### src/rtl/fifo_pkg.sv
// Shared constants for the fifo_queue block: default word/pointer widths and depth.
package fifo_pkg;

    localparam int WL_DEFAULT = 6;
    localparam int N_DEFAULT  = 3;
    localparam int DEPTH      = 2 ** N_DEFAULT;

    function automatic int depth_of(input int n);
        return 1 << n;
    endfunction

endpackage

### src/rtl/fifo_mem.sv
// 2**N x Wl storage for fifo_queue: one synchronous write port, one registered read port.
module fifo_mem
    import fifo_pkg::*;
#(
    parameter int Wl = WL_DEFAULT,
    parameter int N  = N_DEFAULT
) (
    input  logic          clk,
    input  logic          reset,
    input  logic          wr_en,
    input  logic [N-1:0]  wr_addr,
    input  logic [Wl-1:0] wr_data,
    input  logic          rd_en,
    input  logic [N-1:0]  rd_addr,
    output logic [Wl-1:0] rd_data
);

    logic [Wl-1:0] mem [depth_of(N)];

    // NOTE: the storage array has no reset on purpose; only the read register is cleared.
    always_ff @(posedge clk) begin
        if (wr_en) begin
            mem[wr_addr] <= wr_data;
        end
    end

    // A read that shares an address with a same-edge write returns the old word.
    always_ff @(posedge clk) begin
        if (reset) begin
            rd_data <= '0;
        end else if (rd_en) begin
            rd_data <= mem[rd_addr];
        end
    end

endmodule

### src/rtl/fifo_queue.sv
// First-in-first-out queue: pointer, count and flag control around fifo_mem.
// Define FIFO_QUEUE_STICKY_ERR_EN to make error stay set until reset instead of pulsing.
module fifo_queue
    import fifo_pkg::*;
#(
    parameter int Wl = WL_DEFAULT,
    parameter int N  = N_DEFAULT
) (
    input  logic          clk,
    input  logic          reset,
    input  logic [Wl-1:0] dio,
    input  logic          push,
    input  logic          pop,
    output logic [Wl-1:0] q,
    output logic          full,
    output logic          empty,
    output logic [N:0]    count,
    output logic          error
);

    localparam logic [N:0] CAP = (N+1)'(depth_of(N));

    logic [N-1:0] wr_ptr;
    logic [N-1:0] rd_ptr;
    logic         push_ok;
    logic         pop_ok;
    logic         err_now;

    // A push while full is still accepted when a pop frees the slot on the same edge.
    always_comb begin
        full    = (count == CAP);
        empty   = (count == '0);
        pop_ok  = pop && !empty;
        push_ok = push && (!full || pop_ok);
        err_now = (pop && empty) || (push && !push_ok);
    end

    // NOTE: sequential state uses non-blocking assignments so all registers see pre-edge values.
    always_ff @(posedge clk) begin
        if (reset) begin
            wr_ptr <= '0;
            rd_ptr <= '0;
            count  <= '0;
            error  <= 1'b0;
        end else begin
            if (push_ok) begin
                wr_ptr <= wr_ptr + 1'b1;
            end
            if (pop_ok) begin
                rd_ptr <= rd_ptr + 1'b1;
            end
            count <= count + (N+1)'(push_ok) - (N+1)'(pop_ok);
`ifdef FIFO_QUEUE_STICKY_ERR_EN
            error <= error | err_now;
`else
            error <= err_now;
`endif
        end
    end

    fifo_mem #(
        .Wl(Wl),
        .N (N)
    ) u_mem (
        .clk    (clk),
        .reset  (reset),
        .wr_en  (push_ok),
        .wr_addr(wr_ptr),
        .wr_data(dio),
        .rd_en  (pop_ok),
        .rd_addr(rd_ptr),
        .rd_data(q)
    );

endmodule
### config.mk
export PLATFORM = sky130hd
export DESIGN_NAME = fifo_queue
export DESIGN_NICKNAME = d
export VERILOG_FILES = /design/src/rtl/fifo_pkg.sv /design/src/rtl/fifo_mem.sv /design/src/rtl/fifo_queue.sv
export SDC_FILE = /design/constraint.sdc
export NUM_CORES = 1
export LEC_CHECK = 0
export BUFFER_PORTS_ARGS = -buffer_cell sky130_fd_sc_hd__buf_2
export CAP_MARGIN = 25
export CORE_AREA = 8 8 97 99
export CTS_BUF_LIST = sky130_fd_sc_hd__clkbuf_8 sky130_fd_sc_hd__clkbuf_16
export CTS_CLUSTER_SIZE = 12
export DETAILED_ROUTE_END_ITERATION = 12
export DIE_AREA = 0 0 105 107
export GPL_ROUTABILITY_DRIVEN = 1
export PLACE_DENSITY = 0.49
export SKIP_LAST_GASP = 1
export SLEW_MARGIN = 20
export SYNTH_ARGS = -nofsm -noshare
export SYNTH_HDL_FRONTEND = slang
export SYNTH_SLANG_ARGS = --single-unit
### constraint.sdc
create_clock -name clk -period 2.27 [get_ports clk]
set_input_delay 0.1135 -clock clk [delete_from_list [all_inputs] [get_ports clk]]
set_output_delay 0.1135 -clock clk [all_outputs]
set_load 0.01 [all_outputs]
==> impl_metrics.yaml, run 1 <==
outcome:
  status: "finished, final reports clean"
global_route:
  grt_overflow: 0
  grt_pass1_vias: 1577
  grt_max_degree: 14
  antenna_found_initial: 0
  grt_use_total_pct: 9.913
  grt_pass1_wl_mm: 8.335
place:
  globalplace.congestion: 0.6928
  io_buffers: 22
  dp.cells: 316
  hpwl_mm: 3.714
  place_ws_ns: 0.008415
yosys:
  synth_cells: 178
  postSynthAreaPerCell_um2: 14.97
  ys.flop_type: "edfxtp_1"
  synth_nets: 196
  synthTopCellsByArea: "edfxtp_1 (54%), dfxtp_1 (13%), mux4_2 (5.1%)"
  yosysTopAreaCell: "edfxtp_1"
  synth_top_area_share_pct: 54.11
  synth-seq-cells: 65
  yosysUniqueCellTypes: 31
  synth_edf_count: 48
  async_flop_share_pct: 0
  syn_area_mm2: 0.002664
  yosys_warnings: 0
  ys_seq_area_share_pct: 66.89
flow_run:
  cap_violations: 0
timing:
  finalClockSkew_ns: 0.006801
  worst_slack_ns: 0.1220
  fin_crit_sh_pct: 94.63
  maxSlewViolCount: 0
  setup_tns_ns: 0
  setup_viol: 0
  finalCriticalPeriod_ns: 2.148
  maxSlewHeadroom_pct: 37.96
  rsz0062_at_grt: "no"
  hold_viol_final: 0
  worstMarginPinSlew_ns: 0.9235
  max_freq_mhz: 465.5
routing:
  via_per_inst: 4.548
  dr.pass1.iters: 4
  num_vias: 1519
  drt_wl_total_mm: 5.061
  drc_errors: 0
  ant_nets: 0
  drtIter0Drc: 30
  wl_per_cell_um: 15.15
worst_setup_path:
  critPathLaunchType: "register"
  ff2ff_setup_slack_ns: 0.12
  critPathRequiredTime_ns: 2.49
  crit_type: "reg2reg"
  cp_slowest_cell: "fa_2"
  critPathArrivalTime_ns: 2.37
  worstPathMaxFanout: 3
  end_kind: "register"
  reg2reg_from: "count[2]"
  worstReg2RegEnd: "count[1]"
  path_cells: "inv_2 -> ha_4 -> buf_4 -> or3b_4 -> nand2_4 -> or2_4 -> nand2_2 -> ha_2 -> inv_1 -> fa_2 -> nor2_1"
  slowest_delay_ns: 0.51
  ff2ff_path_depth: 11
min_path:
  hold_class: "in2reg"
  holdPathEnd: "u_mem.mem[0][0]"
  min_path_cells: 1
  hold_start: "dio[0]"
floorplanning:
  core_mm2: 0.007928
  initial_core_util_pct: 33.60
  rows: 33
  die-height_um: 107
  pin_count: 23
  dieArea_mm2: 0.01124
  die_width_um: 105
finish:
  final_core_util_pct: 40.31
  stdcell_count: 334
  fin_nets: 242
  final_cell_mix: "edfxtp_1 (48), buf_2 (24), buf_4 (16), dfxtp_1 (15), nor2_1 (14)"
  final_common_cell: "edfxtp_1"
  syn_to_final_growth_pct: 19.96
  n_antenna_cell: 0
  drive_gt1_share_pct: 32.31
clock_network:
  clk_pin_slew_ns: 0.07
  clkSinkCount: 65
  cts_hold_buf: 0
  cts_tree: "done"
  cts_made_buffers: 9
  cts-root-buf: "clkbuf_8"
  h-tree-depth: 3
  clkLatencyLatePin_ns: 0.33
  cts.path.max_buffers: 2
power_and_ir_drop:
  power.density_mw_per_mm2: 1096
  ir_drop_v: 0.0005896
  p_leak_uw: 0.001147
## area by class of cell
class                      instances  area [um2]
multi-input combinational        101       850.8
clock buffer                       9       123.9
clock inverter                     7       38.79
tap                              105       131.4
sequential                        65        1784
fill                             774        4732
inverter                           7       26.28
timing repair buffer              40       240.2
## flip-flops by register name, indices dropped and copies added (netlist names)
name / flops
u_mem.rd_data: 6
u_mem.mem: 48
error: 1
rd_ptr: 3
wr_ptr: 3
count: 4
## worst max path at each step
stage                to  startpoint  slack [ns]  cells past startpoint
2_1_floorplan  count[2]    count[2]         0.1                     11
3_3_place_gp   count[2]    count[2]        0.04                     12
6_report       count[1]    count[2]        0.12                     11
4_1_cts        count[2]    count[2]        0.01                     12
5_1_grt        count[1]    count[2]        0.02                     11
3_5_place_dp   count[3]    count[2]       0.008                     12
## worst max-delay path, delay by kind of cell (launching register included)
family	cells	cell delay (ns)
fa+ha+maj	3	0.82
flops	1	0.33
simple gates	5	0.65
buf+inv	3	0.23
## synthesized netlist by cell type, drive strengths merged (2+ instances only)
cell type	instances
or3b	2
nand2	5
buf	4
xor2	5
mux2i	7
dfxtp	17
a21oi	10
ha	7
edfxtp	48
nor2b	8
a32o	6
mux4	6
o211ai	2
nand2b	9
inv	7
nand3	3
a211oi	6
nor4	2
nor2	14
nor3	4
## cells by family after synthesis
| logic type | after synthesis | share of synthesized area, % |
|---|---|---|
| multiplexers | 13 | 7.703 |
| XOR/XNOR | 6 | 1.973 |
| buffers and inverters | 12 | 2.442 |
| adder cells (fa/ha/maj) | 8 | 4.039 |
| AND/OR/NAND/NOR | 48 | 9.535 |
| AO/OA/AOI/OAI | 26 | 7.421 |
| flip-flops | 65 | 66.89 |
## timing repair
| action | CTS | global route |
|---|---|---|
| endpoints found under the setup margin | 2 | 3 |
| resized for setup | 2 | 11 |
| buffers inserted | 0 | 1 |
| pin swaps | 2 | 2 |
## report_power, final
| part | internal (uW) | switching [uW] | total, uW |
|---|---|---|---|
| registers | 1430 | 125 | 1560 |
| logic | 578 | 562 | 1140 |
| clock network | 382 | 425 | 807 |
| total | 2390 | 1110 | 3500 |
## metal layers
metal,wire length (um),GRT usage [%],part of all wire (%),vias to the layer above
met5,0,0,0,-
met4,119,6.422,2.4,0
met3,223,3.239,4.4,11
met2,2345,15.07,46,29
met1,2372,11.90,47,711
li1,-,-,-,768
## through the flow
step	cell area [um2]	hold WS [ns]	power (uW)
CTS	3152	0.04923	3504
finish	3196	0.05643	3503
global route	3196	0.05857	3759
detailed placement	2984	0.4077	2672
floorplan	2664	0.1851	2286
global placement	2979	0.4115	2667
Power figures use the tool's default switching activity.
==> run 2, diff against run 1 <==
Settings changed: CORE_AREA 8 8 97 99 to 5 5 94 96, DIE_AREA 0 0 105 107 to 0 0 99 101.
==> run 2 against run 1 <==
  * Die area fell by 11%
  * Sequential share of layout area rose by 0.097 points
  * Cell count fell by 0.60%
  * Largest cell class unchanged
  * Highest routed layer unchanged
==> impl_metrics.yaml, run 2 (synthesis gave the netlist of run 1 again) <==
outcome:
  status: "finished, final reports clean"
timing:
  worstMarginPinSlew_ns: 0.8821
  finalClockSkew_ns: 0.005560
  timing.hold.ws_ns: 0.06746
  max_freq_mhz: 475.2
  setup_viol: 0
  maxSlewViolCount: 0
  fin_crit_sh_pct: 92.71
  setup_tns_ns: 0
  worst_slack_ns: 0.1655
  hold_viol_final: 0
  rsz0062_at_grt: "yes"
  finalCriticalPeriod_ns: 2.105
  maxSlewHeadroom_pct: 40.74
power_and_ir_drop:
  p_int_uw: 2464
  p_sw_uw: 1097
  p_sw_share_pct: 30.80
  power.density_mw_per_mm2: 1118
  combPwrFrac_pct: 30.5
  p_leak_uw: 0.001153
  ir_drop_v: 0.0005614
  seq_power_share_pct: 43.5
  clkPwrFrac_pct: 25.9
worst_setup_path:
  worstReg2RegEnd: "count[2]"
  critPathLaunch: "count[2]"
  critPathArrivalTime_ns: 2.32
  reg2reg_from: "count[2]"
  ff2ff_path_depth: 11
  worstPathMaxFanout: 3
  ff2ff_setup_slack_ns: 0.17
  critPathLaunchType: "register"
  critPathRequiredTime_ns: 2.49
  crit_type: "reg2reg"
  end_kind: "register"
  crit_path_end: "count[2]"
global_route:
  grt_pass1_vias: 1613
  grtUsageMet2_pct: 17.61
  grt_overflow: 0
  grt_use_total_pct: 10.99
  grt_pass1_wl_mm: 8.079
  grt.busiest_layer: "met2"
  antenna_found_initial: 0
  grt_max_degree: 14
  use_met1_pct: 13.64
  met3_usage_pct: 3.529
finish:
  drive_gt1_share_pct: 29.07
  syn_to_final_growth_pct: 19.59
  multi_input_area_um2: 832.0
  n_antenna_cell: 0
  fin_nets: 240
  reg_top3: "u_mem.mem: 48 flops, u_mem.rd_data: 6 flops, count: 4 flops"
  largest_reg_flops: 48
  final_common_cell: "edfxtp_1"
  final_cell_mix: "edfxtp_1 (48), buf_2 (22), dfxtp_1 (17), buf_4 (15), nor2_1 (14)"
  final_core_util_pct: 39.97
  stdcell_area_mm2: 0.003186
  largest-register: "u_mem.mem"
  nFillCells: 755
  regArea_mm2: 0.001782
place:
  place_ws_ns: 0.02346
  globalplace.congestion: 0.6921
  dpl_cell_area_mm2: 0.002972
  io_buffers: 22
  hpwl_mm: 3.608
routing:
  drc_errors: 0
  num_vias: 1538
  drtIter0Drc: 50
  dr.pass1.iters: 4
  ant_nets: 0
  via_per_inst: 4.633
  wl_per_cell_um: 15.53
  drt_wl_total_mm: 5.156
flow_run:
  cap_violations: 0
floorplanning:
  rows: 33
  initial_core_util_pct: 33.43
  core_mm2: 0.007969
  pin_count: 23
  dieArea_mm2: 0.009999
  die_width_um: 99
  die-height_um: 101
clock_network:
  clkLatencyLatePin_ns: 0.33
  clkSinkCount: 65
  h-tree-depth: 3
  clk_pin_slew_ns: 0.07
  cts_tree: "done"
  cts_made_buffers: 9
  cts-root-buf: "clkbuf_8"
  cts.path.max_buffers: 2
min_path:
  hold_class: "in2reg"
  min_path_cells: 1
## run 2: layout make-up
cell class | count | share of cell area (%)
clock inverter | 7 | 1.964
sequential | 65 | 55.93
timing repair buffer | 38 | 7.148
clock buffer | 9 | 3.888
inverter | 7 | 0.8248
multi-input combinational | 101 | 26.12
tap | 105 | 4.124
## run 2: through the flow
step	cells	total power (uW)
3_3_place_gp	314	2650
6_report	332	3561
2_1_floorplan	178	2286
4_1_cts	330	3583
5_1_grt	332	3807
3_5_place_dp	314	2648
## run 2: worst min-delay path by stage
stage / from / to / slack [ns]
6_report: dio[0] / u_mem.mem[0][0] / 0.07
5_1_grt: dio[2] / u_mem.mem[2][2] / 0.05
4_1_cts: dio[1] / u_mem.mem[1][1] / 0.06
3_5_place_dp: dio[1] / u_mem.mem[2][1] / 0.41
3_3_place_gp: dio[1] / u_mem.mem[2][1] / 0.41
2_1_floorplan: reset / count[0] / 0.19
## run 2: power by group through the flow
stage | clock, uW | combinational, uW | sequential (uW)
6_report | 924 | 1090 | 1550
5_1_grt | 1000 | 1230 | 1570
4_1_cts | 953 | 1070 | 1550
3_5_place_dp | 0 | 1070 | 1580
3_3_place_gp | 0 | 1070 | 1580
2_1_floorplan | 0 | 721 | 1570
## run 2: critical path, cell delays in order (launching register included)
cell and delay (ns):
dfxtp_1 0.32, inv_2 0.07, ha_2 0.18, or3b_4 0.40
nand2_4 0.08, nand3_1 0.08, nand2_1 0.08, ha_1 0.15
inv_1 0.05, fa_1 0.37, xor2_1 0.16, nor2_1 0.05
## run 2: per-layer routing
metal	up-vias	routed length, um
met3	6	206
met1	743	2366
met4	0	48
li1	759	-
met2	30	2535
met5	-	0
## run 2: what timing repair did
action | CTS | global route
hold buffers | 0 | 0
setup endpoints to repair | 0 | 9
buffers inserted | 0 | 1
gates resized for setup | 0 | 5
